==> config.mk <==
export PLATFORM = sky130hd
export DESIGN_NAME = fpu_ss_scoreboard_mp
export DESIGN_NICKNAME = d
export VERILOG_FILES = /design/src/rtl/fpu_ss_scoreboard_mp.sv
export SDC_FILE = /design/constraint.sdc
export NUM_CORES = 1
export LEC_CHECK = 0
export ABC_AREA = 1
export BUFFER_PORTS_ARGS = -buffer_cell sky130_fd_sc_hd__buf_2
export CORE_UTILIZATION = 27
export CTS_BUF_LIST = sky130_fd_sc_hd__clkbuf_4
export CTS_CLUSTER_SIZE = 16
export DETAILED_ROUTE_END_ITERATION = 6
export PLACE_DENSITY = 0.4
export SYNTH_ARGS = -nofsm -noshare
export SYNTH_HDL_FRONTEND = slang
export SYNTH_SLANG_ARGS = --single-unit
==> constraint.sdc <==
create_clock -name clk_i -period 9.95 [get_ports clk_i]
set_clock_uncertainty 0.05 [all_clocks]
set_input_delay 0.4975 -clock clk_i [delete_from_list [all_inputs] [get_ports clk_i]]
set_output_delay 0.4975 -clock clk_i [all_outputs]
set_load 0.05 [all_outputs]
==> src/rtl/fpu_ss_scoreboard_mp.sv <==
// Multi-port register hazard scoreboard and instruction-ID tracker for the FPU subsystem.
// Tracks pending writes per FP register, per-ID commit/execution state and writeback bypass.
module fpu_ss_scoreboard_mp #(
  parameter int NUM_REGS   = 32,
  parameter int ID_WIDTH   = 4,
  parameter int NUM_RS     = 3,
  parameter int NUM_WB     = 2,
  parameter int CNT_WIDTH  = 2,
  parameter int ALLOW_WAW  = 0,
  parameter int FORWARDING = 1,
  localparam int REG_AW    = $clog2(NUM_REGS)
) (
  input  logic                       clk_i,
  input  logic                       rst_i,
  input  logic                       commit_valid_i,
  input  logic [ID_WIDTH-1:0]        commit_id_i,
  input  logic                       commit_kill_i,
  input  logic                       disp_valid_i,
  output logic                       disp_ready_o,
  input  logic [ID_WIDTH-1:0]        disp_id_i,
  input  logic [REG_AW-1:0]          disp_rd_i,
  input  logic                       disp_rd_we_i,
  input  logic [NUM_RS*REG_AW-1:0]   disp_rs_i,
  input  logic [NUM_RS-1:0]          disp_rs_use_i,
  input  logic [NUM_WB-1:0]          wb_valid_i,
  input  logic [NUM_WB*ID_WIDTH-1:0] wb_id_i,
  input  logic [NUM_WB*REG_AW-1:0]   wb_rd_i,
  input  logic [NUM_WB-1:0]          wb_we_i,
  output logic [NUM_RS*NUM_WB-1:0]   fwd_o,
  output logic                       dep_rs_o,
  output logic                       dep_rd_o,
  output logic [NUM_REGS-1:0]        pending_o,
  output logic                       busy_o,
  output logic                       err_o
);

  typedef enum logic [1:0] {
    ID_IDLE      = 2'd0,
    ID_COMMITTED = 2'd1,
    ID_INFLIGHT  = 2'd2
  } id_state_e;

  localparam int NUM_IDS = 2**ID_WIDTH;
  localparam int DW      = $clog2(NUM_WB + 1);
  localparam int SW      = CNT_WIDTH + DW + 1;
  localparam logic [CNT_WIDTH-1:0] CNT_MAX = '1;

  logic [CNT_WIDTH-1:0] cnt_q [NUM_REGS];
  logic [CNT_WIDTH-1:0] cnt_d [NUM_REGS];
  id_state_e            id_st_q [NUM_IDS];
  id_state_e            id_st_d [NUM_IDS];
  logic                 err_q, err_d;
  logic                 busy_q, busy_d;
  logic [NUM_REGS-1:0]  pending_q, pending_d;

  logic [DW-1:0]        wb_hits [NUM_REGS];
  logic                 dep_rs, dep_rd, id_ready, dispatch;

  // Number of writeback ports retiring a write to each register this cycle
  always_comb begin
    for (int r = 0; r < NUM_REGS; r++) begin
      wb_hits[r] = '0;
      for (int j = 0; j < NUM_WB; j++) begin
        if (wb_valid_i[j] && wb_we_i[j] && wb_rd_i[j*REG_AW +: REG_AW] == REG_AW'(r))
          wb_hits[r] = wb_hits[r] + DW'(1);
      end
    end
  end

  always_comb begin
    logic [REG_AW-1:0] rs;
    logic              hit;
    logic              blocked;
    logic              commit_same;
    dep_rs      = 1'b0;
    fwd_o       = '0;
    rs          = '0;
    hit         = 1'b0;
    for (int i = 0; i < NUM_RS; i++) begin
      rs  = disp_rs_i[i*REG_AW +: REG_AW];
      hit = 1'b0;
      // A single outstanding write that retires this cycle is satisfied by the bypass
      if (disp_rs_use_i[i] && disp_valid_i && cnt_q[rs] != '0 &&
          !(FORWARDING != 0 && cnt_q[rs] == CNT_WIDTH'(1) && wb_hits[rs] != '0))
        dep_rs = 1'b1;
      if (FORWARDING != 0 && disp_rs_use_i[i]) begin
        for (int j = 0; j < NUM_WB; j++) begin
          if (!hit && wb_valid_i[j] && wb_we_i[j] && wb_rd_i[j*REG_AW +: REG_AW] == rs) begin
            fwd_o[i*NUM_WB + j] = 1'b1;
            hit = 1'b1;
          end
        end
      end
    end

    if (ALLOW_WAW != 0)
      blocked = (cnt_q[disp_rd_i] == CNT_MAX) && (wb_hits[disp_rd_i] == '0);
    else
      blocked = (cnt_q[disp_rd_i] != '0) &&
                ((cnt_q[disp_rd_i] > CNT_WIDTH'(1)) || (wb_hits[disp_rd_i] == '0));
    dep_rd = disp_valid_i && disp_rd_we_i && blocked;

    // A kill arriving for the head ID revokes its readiness in the same cycle
    commit_same = commit_valid_i && (commit_id_i == disp_id_i);
    id_ready    = ((id_st_q[disp_id_i] == ID_COMMITTED) && !(commit_same && commit_kill_i)) ||
                  (commit_same && !commit_kill_i);
  end

  assign dispatch     = disp_valid_i && id_ready && !dep_rs && !dep_rd;
  assign disp_ready_o = dispatch;
  assign dep_rs_o     = dep_rs;
  assign dep_rd_o     = dep_rd;

  always_comb begin
    logic [SW-1:0] sum;
    logic [SW-1:0] dec;
    logic          inc;
    err_d     = err_q;
    busy_d    = 1'b0;
    pending_d = '0;
    sum       = '0;
    dec       = '0;
    inc       = 1'b0;

    // ID tracking: commit/kill, then dispatch, then writeback retire
    for (int k = 0; k < NUM_IDS; k++) begin
      id_st_d[k] = id_st_q[k];
      if (commit_valid_i && commit_id_i == ID_WIDTH'(k)) begin
        case (id_st_q[k])
          ID_IDLE:      if (!commit_kill_i) id_st_d[k] = ID_COMMITTED;
          ID_COMMITTED: if (commit_kill_i) id_st_d[k] = ID_IDLE;
                        else err_d = 1'b1;
          default:      err_d = 1'b1;
        endcase
      end
      if (dispatch && disp_id_i == ID_WIDTH'(k))
        id_st_d[k] = ID_INFLIGHT;
      for (int j = 0; j < NUM_WB; j++) begin
        if (wb_valid_i[j] && wb_id_i[j*ID_WIDTH +: ID_WIDTH] == ID_WIDTH'(k)) begin
          if (id_st_q[k] == ID_INFLIGHT) id_st_d[k] = ID_IDLE;
          else                           err_d = 1'b1;
        end
      end
      if (id_st_d[k] == ID_INFLIGHT) busy_d = 1'b1;
    end

    for (int r = 0; r < NUM_REGS; r++) begin
      inc = dispatch && disp_rd_we_i && (disp_rd_i == REG_AW'(r));
      sum = SW'(cnt_q[r]) + SW'(inc);
      dec = SW'(wb_hits[r]);
      if (dec > sum) begin
        cnt_d[r] = '0;
        err_d    = 1'b1;
      end else begin
        cnt_d[r] = CNT_WIDTH'(sum - dec);
      end
      pending_d[r] = (cnt_d[r] != '0);
    end
  end

  always_ff @(posedge clk_i) begin
    if (rst_i) begin
      for (int r = 0; r < NUM_REGS; r++) cnt_q[r] <= '0;
      for (int k = 0; k < NUM_IDS; k++) id_st_q[k] <= ID_IDLE;
      err_q     <= 1'b0;
      busy_q    <= 1'b0;
      pending_q <= '0;
    end else begin
      for (int r = 0; r < NUM_REGS; r++) cnt_q[r] <= cnt_d[r];
      for (int k = 0; k < NUM_IDS; k++) id_st_q[k] <= id_st_d[k];
      err_q     <= err_d;
      busy_q    <= busy_d;
      pending_q <= pending_d;
    end
  end

  assign pending_o = pending_q;
  assign busy_o    = busy_q;
  assign err_o     = err_q;

endmodule

Word-level counts from Yosys, hierarchy flattened
Memories as Yosys holds them, arrays and structs flattened.
Index checks and enable logic that the tools add are counted.
W data, S select, Z words.

storage, ports and cells
  register bits = 34
  latch bits = 0
  memory bits (writable) = 96
  bits in read-only memories = 0
  logic and storage cells = 1152
  memories = 2

cells by class
  add/subtract/negate cells = 96
  multipliers = 0
  div/mod/pow operators = 0
  magnitude comparators = 37
  equality and inequality tests = 212
  shift-type cells = 0
  mux-type cells = 478
  bitwise operators = 52
  reduce and logical (&&, ||, !) cells = 272

memories
  name     words  bits a word  rd ports  clocked after Yosys merged registers in  write ports  RTL line  source
  cnt_q    32     2            36        0                                        32           48        logic [CNT_WIDTH-1:0] cnt_q [NUM_REGS];
  id_st_q  16     2            17        0                                        16           50        id_state_e id_st_q [NUM_IDS];

operator list
  operator               count
  $mux W2                251
  $eq A5 B5 Y1 const B   48
  $logic_and A1 B1 Y1    197
  $mux W1                191
  $eq A4 B4 Y1 const B   32
  $eq A5 B4 Y1 const B   24
  $add A2 B1 Y3          32
  $gt A2 B3 Y1           32
  $reduce_bool A2 Y1     39
  $add A2 B1 Y2 const B  32
  $eq A2 B2 Y1 const B   32
  $eq A4 B3 Y1 const B   16
  $pmux W2 S2            16
  $sub A2 B2 Y2          32
  $eq A5 B3 Y1 const B   12
  $or A1 B1 Y1           48
  $bmux W2 S5            4
  $eq A2 B1 Y1 const B   20
  $logic_not A2 Y1       17
  $eq A4 B2 Y1 const B   8
  $pmux W1 S2            16
  $eq A5 B2 Y1 const B   6
  $eq A5 B5 Y1           6
  $ge A6 B6 Y1 const B   4
  other kinds (9)        32

Longest topological paths before layout
Gate-level depths: netlist (run 1).
An unclocked memory read counts as a cell.

  depth after elaboration = 145
  mapped depth = 40
  depth with buffers taken out = 39

Worst setup path before layout (run 1)
No wires, ideal clock.

  kind = in2reg
  start point = input port wb_rd_i[4]
  end point = register err_q (netlist: err_o)
  library setup time = 132 ps
  arrival = 4810 ps
  path slack = 4958 ps
  cell stages on the path = 37
  cell sequence = clkbuf_1 inv_1 nand2_1 clkbuf_1 nor2_1 ha_1 inv_1 nand2_1 nor2_1 o21ai_0 nand2_1 nand2_1 nand2_1 nor2_1 nor2_1 nor2_1 nor2_1 nor2_4 nand2_1 nor2_2 nand2_2 buf_2 nor3_1 ha_1 ha_1 inv_1 ha_1 inv_1 nor2_1 nor2_1 a211oi_1 nor4_1 nand4_1 nor3_1 nand4_1 nor4_1 a21oi_1

on the way
  word-level cells in the longest chain between the ends = 54
  elaborated cells on any way between the ends = 324
  classes of those cells = add/sub: 64; order compare: 32; eq/ne: 31; mux: 111; reduce/logical: 86

ends and longest elaborated chain
  element                                      RTL line  source
  start: declaration                           27        input logic [NUM_WB*REG_AW-1:0] wb_rd_i,
  $eq A5 B5 Y1 (tied with other cells)         64        if (wb_valid_i[j] && wb_we_i[j] && wb_rd_i[j*REG_AW +: REG_AW] == REG_AW'(r))
  $logic_and A1 B1 Y1                          64
  $mux W1                                      64
  $add A2 B1 Y2                                65        wb_hits[r] = wb_hits[r] + DW'(1);
  $mux W2                                      64
  $bmux W2 S5                                  84        !(FORWARDING != 0 && cnt_q[rs] == CNT_WIDTH'(1) && wb_hits[rs] != '0))
  $mux W2 (implied by the code) (2 in series)  84
  $reduce_bool A2 Y1                           84
  [... 3 more ...]                             n/a
  $mux W1 (3 in series)                        83        if (disp_rs_use_i[i] && disp_valid_i && cnt_q[rs] != '0 &&
  $logic_not A1 Y1                             109       assign dispatch = disp_valid_i && id_ready && !dep_rs && !dep_rd;
  $logic_and A1 B1 Y1 (2 in series)            109
  $logic_and A1 B1 Y1 (2 in series)            148       inc = dispatch && disp_rd_we_i && (disp_rd_i == REG_AW'(r));
  $add A2 B1 Y3                                149       sum = SW'(cnt_q[r]) + SW'(inc);
  $gt A2 B3 Y1                                 151       if (dec > sum) begin
  $mux W1 (31 in series)                       151
  $mux W1 (*)                                  151
  end signal: assignment                       171       err_q <= err_d;
  end: declaration                             52        logic err_q, err_d;

Mark *: on every way between the ends. The rest lies on a longest branch, timed or not. The select of a mux whose other input is x is not followed.
A chain may end at the register's enable or synchronous reset.

Final worst setup path (run 1)
  start point = input port wb_valid_i[0]
  end point = register err_q (netlist: err_o)

on the way
  word-level cells in the longest chain between the ends = 141
  elaborated cells on any way between the ends = 417
  classes of those cells = add/sub: 64; order compare: 32; mux: 219; reduce/logical: 102

ends and longest elaborated chain
  element                 RTL line  source
  start: declaration      25        input logic [NUM_WB-1:0] wb_valid_i,
  $logic_and A1 B1 Y1     139       if (wb_valid_i[j] && wb_id_i[j*ID_WIDTH +: ID_WIDTH] == ID_WIDTH'(k)) begin
  $mux W1                 139
  $mux W1                 140       if (id_st_q[k] == ID_INFLIGHT) id_st_d[k] = ID_IDLE;
  $mux W1                 139
  $mux W1                 131       ID_COMMITTED: if (commit_kill_i) id_st_d[k] = ID_IDLE;
  $pmux W1 S2             129       case (id_st_q[k])
  $mux W1                 128       if (commit_valid_i && commit_id_i == ID_WIDTH'(k)) begin
  $mux W1                 140
  [... 95 more ...]       n/a
  $pmux W1 S2             129
  $mux W1                 128
  $mux W1                 140
  $mux W1                 139
  $mux W1                 140
  $mux W1                 139
  $mux W1 (31 in series)  151
  $mux W1 (*)             151

Marks and branches as above.

==> results of run 1 <==
-- cells by family after synthesis --
kind of cell	count (synthesis)	synth area share, %
compound gates	168	7.19
xor+xnor	50	3.09
fa+ha+maj	192	17.0
flops	130	18.4
mux	2	0.141
simple gates	1370	41.9
buf+inv	429	12.4
-- per-stage QoR --
step           power (uW)  hold WS, ns  cell area [um^2]  setup slack, ns
4_1_cts              1340        0.113             15500             3.54
2_1_floorplan         738        0.504             14200             4.96
3_5_place_dp          855        0.538             15200             2.66
6_report             1320        0.208             15500             3.55
5_1_grt              1390        0.173             15500             2.97
3_3_place_gp          856        0.543             15200             2.72
-- cell type report --
type                            count  area [um^2]
Fill cell                        5846        36100
Clock buffer                       18          135
Multi-Input combinational cell   1782         9820
Clock inverter                     14          201
Timing Repair Buffer              105          536
Inverter                          356         1350
Antenna cell                        8         20.0
Sequential cell                   130         2600
Tap cell                          680          851
-- per-layer routing --
metal	track usage, %	vias to the layer above
li1	-	7562
met1	30.7	7188
met2	38.8	608
met3	4.84	100
met4	9.73	0
met5	0	-
-- final timing paths --
kind | startpoint | cells past startpoint | slack (ns) | to
worst max-delay path | wb_valid_i[0] | 36 | 3.55 | err_o$_SDFF_PP0_
worst min register to register | id_st_q[0][1]$_SDFF_PP0_ | 4 | 0.57 | id_st_q[0][1]$_SDFF_PP0_
worst max register to register | cnt_q[26][1]$_SDFF_PP0_ | 31 | 4.54 | err_o$_SDFF_PP0_
worst min-delay path | commit_id_i[2] | 6 | 0.21 | id_st_q[10][0]$_SDFF_PP0_
-- placed cells by master, fill, tap and decap left out, types with 6 or more instances in the layout --
cell and n:
diode_2 8, buf_2 101, xnor2_1 36, nand3_2 11, inv_1 343, clkbuf_4 18
a22o_1 11, nand4_1 23, nor4_1 13, nand3_1 215, inv_2 8, nor3_1 71
or2_2 34, nand2_1 597, a21oi_1 52, nor2_1 368, xor2_1 14, a211oi_1 12
ha_1 192, nand3b_1 19, a22oi_1 13, o21bai_1 6, o21ai_0 50, dfxtp_1 130
o22ai_1 8
-- flip-flops by register name, summed over array words and instances, names as in the netlist --
| signal | cells |
|---|---|
| busy_o | 1 |
| id_st_q | 32 |
| cnt_q | 64 |
| err_o | 1 |
| pending_o | 32 |
-- critical path, delay by kind of cell --
kind	cells	cell delay, ns
buffers and inverters	5	0.45
adders and majority gates	4	1.08
AOI/OAI and AO/OA	2	0.17
and+or+nand+nor	25	4.80
-- power groups by stage --
| stage | registers (uW) | clock network [uW] | logic, uW |
|---|---|---|---|
| 2_1_floorplan | 555 | 0 | 183 |
| 3_3_place_gp | 546 | 0 | 310 |
| 3_5_place_dp | 545 | 0 | 309 |
| 4_1_cts | 534 | 494 | 310 |
| 5_1_grt | 535 | 519 | 339 |
| 6_report | 534 | 473 | 316 |
==> summary.md, run 1 <==
| Metric | Value |
|---|---|
| Status | `finished, violations left` |
| Failing checks | `DRC` |
| Synthesized area per cell | `6.05 um^2` |
| Max incr delay on CP | `0.60 ns` |
| Setup-failing EPs final | `0` |
| Startpoint Class | `input pin` |
| Core Box Area | `51600 um^2` |
| Register bit total from synthesis | `130` |
| DRC | `2` |
| First-pass iteration count of the detailed router | `7` |
| Cells after Synth | `2341` |
| Fin nets | `2643` |
| Largest area contributor in the netlist | `dfxtp_1` |
| Net switching power | `511 uW` |
| Dpl hpwl | `47.9 mm` |
| Tot GR Track Use | `23.9%` |
| P_leak | `0.00818 uW` |
| Slew headroom | `31.4%` |
| Die ar. | `53400 um^2` |
| Io pins | `102` |
| Pwr Density | `85.3 nW/um^2` |
| Total number of vias | `15500` |
| Cell repeated most along the worst path | `nand2_1` |
| Arrival @ worst endpoint | `7.04 ns` |
| Max VDD drop | `60.5 uV` |
| Bufs on Longest Clock Path | `2` |
| Register share of total power | `40.4%` |
| Metal2 WL | `28.7 mm` |
| Commonest cells in the netlist | `597 x nand2_1, 368 x nor2_1, 343 x inv_1, 215 x nand3_1, 192 x ha_1` |
| First-pass GRT wire length | `93.2 mm` |
| Post-synth EDFFs | `0` |
| M1 wire length | `28.2 mm` |
| Inserted Clock Buffers | `17` |
| Die Span Y | `231 um` |
| Final Wtd Congestion | `0.965` |
| Top cells by area, synth | `dfxtp_1 18%, ha_1 17%, nand2_1 16%, nor2_1 9.7%, inv_1 9.1%` |
| Number of synthesis warnings | `0` |
| Wire length on met3 | `4.50 mm` |
| Final WL | `63.4 mm` |
| Highest routed layer | `met4` |
| Top FF cell, synth | `dfxtp_1` |
| Post-CTS sizing | `0` |
| Critical path peak fanout | `18` |
| Total gr overflow | `0` |
| Postcts setup bufs | `0` |
| Seq/Total Area, Yosys | `18.4%` |
| DIE WIDTH | `231 um` |
| Non-Filler Instances | `3093` |
| CP Class | `input pin to flop` |
| TNS Setup | `0 ns` |
| Initial DRC Count | `1572` |
| Top cell type's share of synthesized area | `18.4%` |
| Netlist Area Pre-Place | `14200 um^2` |
| Crit. End Element | `flop` |
| Fmax | `0.156 GHz` |
| Hold Crit Class | `input pin to flop` |
| Clock power share | `35.8%` |
| Top-count cell post-synth | `nand2_1` |
| Vias in the first global route | `14700` |
| Async S/R FF share, synth | `0%` |
| Placed cells | `3053` |
| Port Buffers | `101` |
| CTS root buf | `clkbuf_4` |
| Unrepaired setup endpoints after global routing | `false` |
| Routed Antenna Nets | `0` |
| Part of the cycle the worst path needs | `64.4%` |
| Combinational share of power | `23.8%` |
| Layout Utilization | `30.1%` |
| Vias per inst | `5.00` |
| Internal power | `812 uW` |
| Area added between synthesis and finish | `9.47%` |
| Synth unique cells | `45` |
| H-tree levels | `4` |
| Crit path max-delay cell type | `nand2_1` |
| Min Tclk post-route | `6.40 ns` |
| Clock transition at the registers of the reported paths | `0.17 ns` |
| CTS Hold Bufs | `0` |
| Largest net degree at the start of global routing | `43` |
| Clock Latency Late Sink | `0.81 ns` |
| Max-slew violations | `0` |
| Initial Util | `27.5%` |
| Max-cap violations | `0` |
| Fin. Hold Viols | `0` |
| TritonCTS clock tree | `done` |
| Routed WL per cell | `20.5 um` |
| Synthesized net count | `2592` |
| Switching share of power | `38.6%` |
| Fraction of layout cells with a size suffix above 1 | `8.69%` |
| Worst Tran Pin Value | `1.03 ns` |
| Initial antenna violation count | `3` |
| CP required | `10.59 ns` |
| Num rows | `83` |
| Sink Count | `130` |
Note: power is estimated with default switching activity, not from simulation.
==> run 2: changes to the inputs <==
clock period = 6.5 ns   (was 9.95 ns; I/O delays follow)
==> summary.md, run 2 (synthesized netlist as in run 1, its figures left out) <==
| Metric | Value |
|---|---|
| Bufs on Longest Clock Path | `2` |
| Num rows | `83` |
| Cell repeated most along the worst path | `nand2_1` |
| Multi-input combinational cell area | `9810 um^2` |
| Arrival @ worst endpoint | `6.47 ns` |
| DRC | `0` |
| Routed Antenna Nets | `0` |
| Fmax | `0.171 GHz` |
| Largest net degree at the start of global routing | `44` |
| Max-slew violations | `0` |
| Final WL | `64.7 mm` |
| Fin. Hold Viols | `0` |
| First-pass GRT wire length | `95.9 mm` |
| Dpl hpwl | `49.9 mm` |
| Routed WL per cell | `20.7 um` |
| Max incr delay on CP | `0.63 ns` |
| Initial DRC Count | `1307` |
| TritonCTS clock tree | `done` |
| Setup ws final | `0.636 ns` |
| TNS Setup | `0 ns` |
| P_leak | `0.00828 uW` |
| Initial Util | `27.5%` |
| Setup-failing EPs final | `0` |
| Critical path peak fanout | `17` |
| Startpoint Class | `input pin` |
| Post-CTS sizing | `0` |
| Post-Place Setup Slack | `-0.0161 ns` |
| Clock transition at the registers of the reported paths | `0.15 ns` |
| First-pass iteration count of the detailed router | `6` |
| Min Tclk post-route | `5.86 ns` |
| Fraction of layout cells with a size suffix above 1 | `9.44%` |
| Unrepaired setup endpoints after global routing | `false` |
| CP required | `7.10 ns` |
| CTS root buf | `clkbuf_4` |
| Initial antenna violation count | `2` |
| Clock Latency Late Sink | `0.79 ns` |
| Vias in the first global route | `15200` |
| Reg area | `2600 um^2` |
| Die ar. | `53400 um^2` |
| DIE WIDTH | `231 um` |
| Area added between synthesis and finish | `11.0%` |
| Max-cap violations | `0` |
| Inserted Clock Buffers | `17` |
| Max VDD drop | `116 uV` |
| Max reg flops | `64` |
| Vias per inst | `4.98` |
| Total number of vias | `15600` |
| CTS Hold Bufs | `10` |
| Largest Register | `cnt_q` |
| Filler cell count | `5840` |
| Hold Crit Class | `input pin to flop` |
| Layout Utilization | `30.5%` |
| Part of the cycle the worst path needs | `90.2%` |
| H-tree levels | `4` |
| Final Wtd Congestion | `0.918` |
| Postcts setup bufs | `0` |
| Fin nets | `2674` |
| Crit. End Element | `flop` |
| Tot GR Track Use | `24.6%` |
| Die Span Y | `231 um` |
| Commonest non-fill, non-tap cell in the layout | `nand2_1` |
| Sink Count | `130` |
| Slew headroom | `37.3%` |
| Most frequent cells in the layout | `597 x nand2_1, 368 x nor2_1, 343 x inv_1` |
| Worst Tran Pin Value | `0.932 ns` |
| Core Box Area | `51600 um^2` |
| Port Buffers | `101` |
| Pwr Density | `124 nW/um^2` |
| Io pins | `102` |
| Crit path max-delay cell type | `nand2_1` |
| CP Class | `input pin to flop` |
| Total gr overflow | `0` |
| Status | `completed` |
| Fin Hold WS | `0.0962 ns` |
[run 2: final timing paths]
| check | start | endpoint | slack (ns) | depth (start not counted) |
|---|---|---|---|---|
| worst min register to register | id_st_q[3][1]$_SDFF_PP0_ | id_st_q[3][1]$_SDFF_PP0_ | 0.58 | 4 |
| worst max register to register | id_st_q[4][1]$_SDFF_PP0_ | err_o$_SDFF_PP0_ | 1.29 | 27 |
| worst max-delay path | wb_valid_i[0] | err_o$_SDFF_PP0_ | 0.64 | 36 |
| worst min-delay path | wb_id_i[5] | id_st_q[7][1]$_SDFF_PP0_ | 0.1 | 8 |
[run 2: metrics by stage]
stage	area [um^2]	std cells	power, uW
floorplan	14200	2341	1130
global placement	15300	3074	1320
detailed placement	15300	3074	1320
CTS	15700	3116	1980
global route	15700	3125	2060
finish	15700	3126	1950
[run 2: cell type report]
| type | count | area share (%) |
|---|---|---|
| Clock buffer | 17 | 0.812 |
| Antenna cell | 10 | 0.159 |
| Sequential cell | 130 | 16.6 |
| Timing Repair Buffer | 136 | 5.04 |
| Tap cell | 680 | 5.41 |
| Clock inverter | 15 | 1.04 |
| Inverter | 356 | 8.59 |
| Multi-Input combinational cell | 1782 | 62.4 |
[run 2: where the power goes]
part | internal (uW) | total, uW | switching, uW
logic | 131 | 499 | 368
clock network | 208 | 630 | 423
registers | 808 | 818 | 9.49
total | 1150 | 1950 | 800
[run 2: per-layer routing]
metal | up-vias | track usage (%) | wire [um]
met5 | - | 0 | 0
met4 | 0 | 10.5 | 2330
met3 | 119 | 3.57 | 3830
met2 | 599 | 41.0 | 30100
met1 | 7235 | 31.3 | 28500
li1 | 7628 | - | -
[run 2: worst max-delay path, delay by kind of cell]
kind / cells / cell delay, ns
AND/OR/NAND/NOR: 23 / 4.12
adder cells (fa/ha/maj): 4 / 1.09
buffers and inverters: 7 / 0.73
AO/OA/AOI/OAI: 2 / 0.23
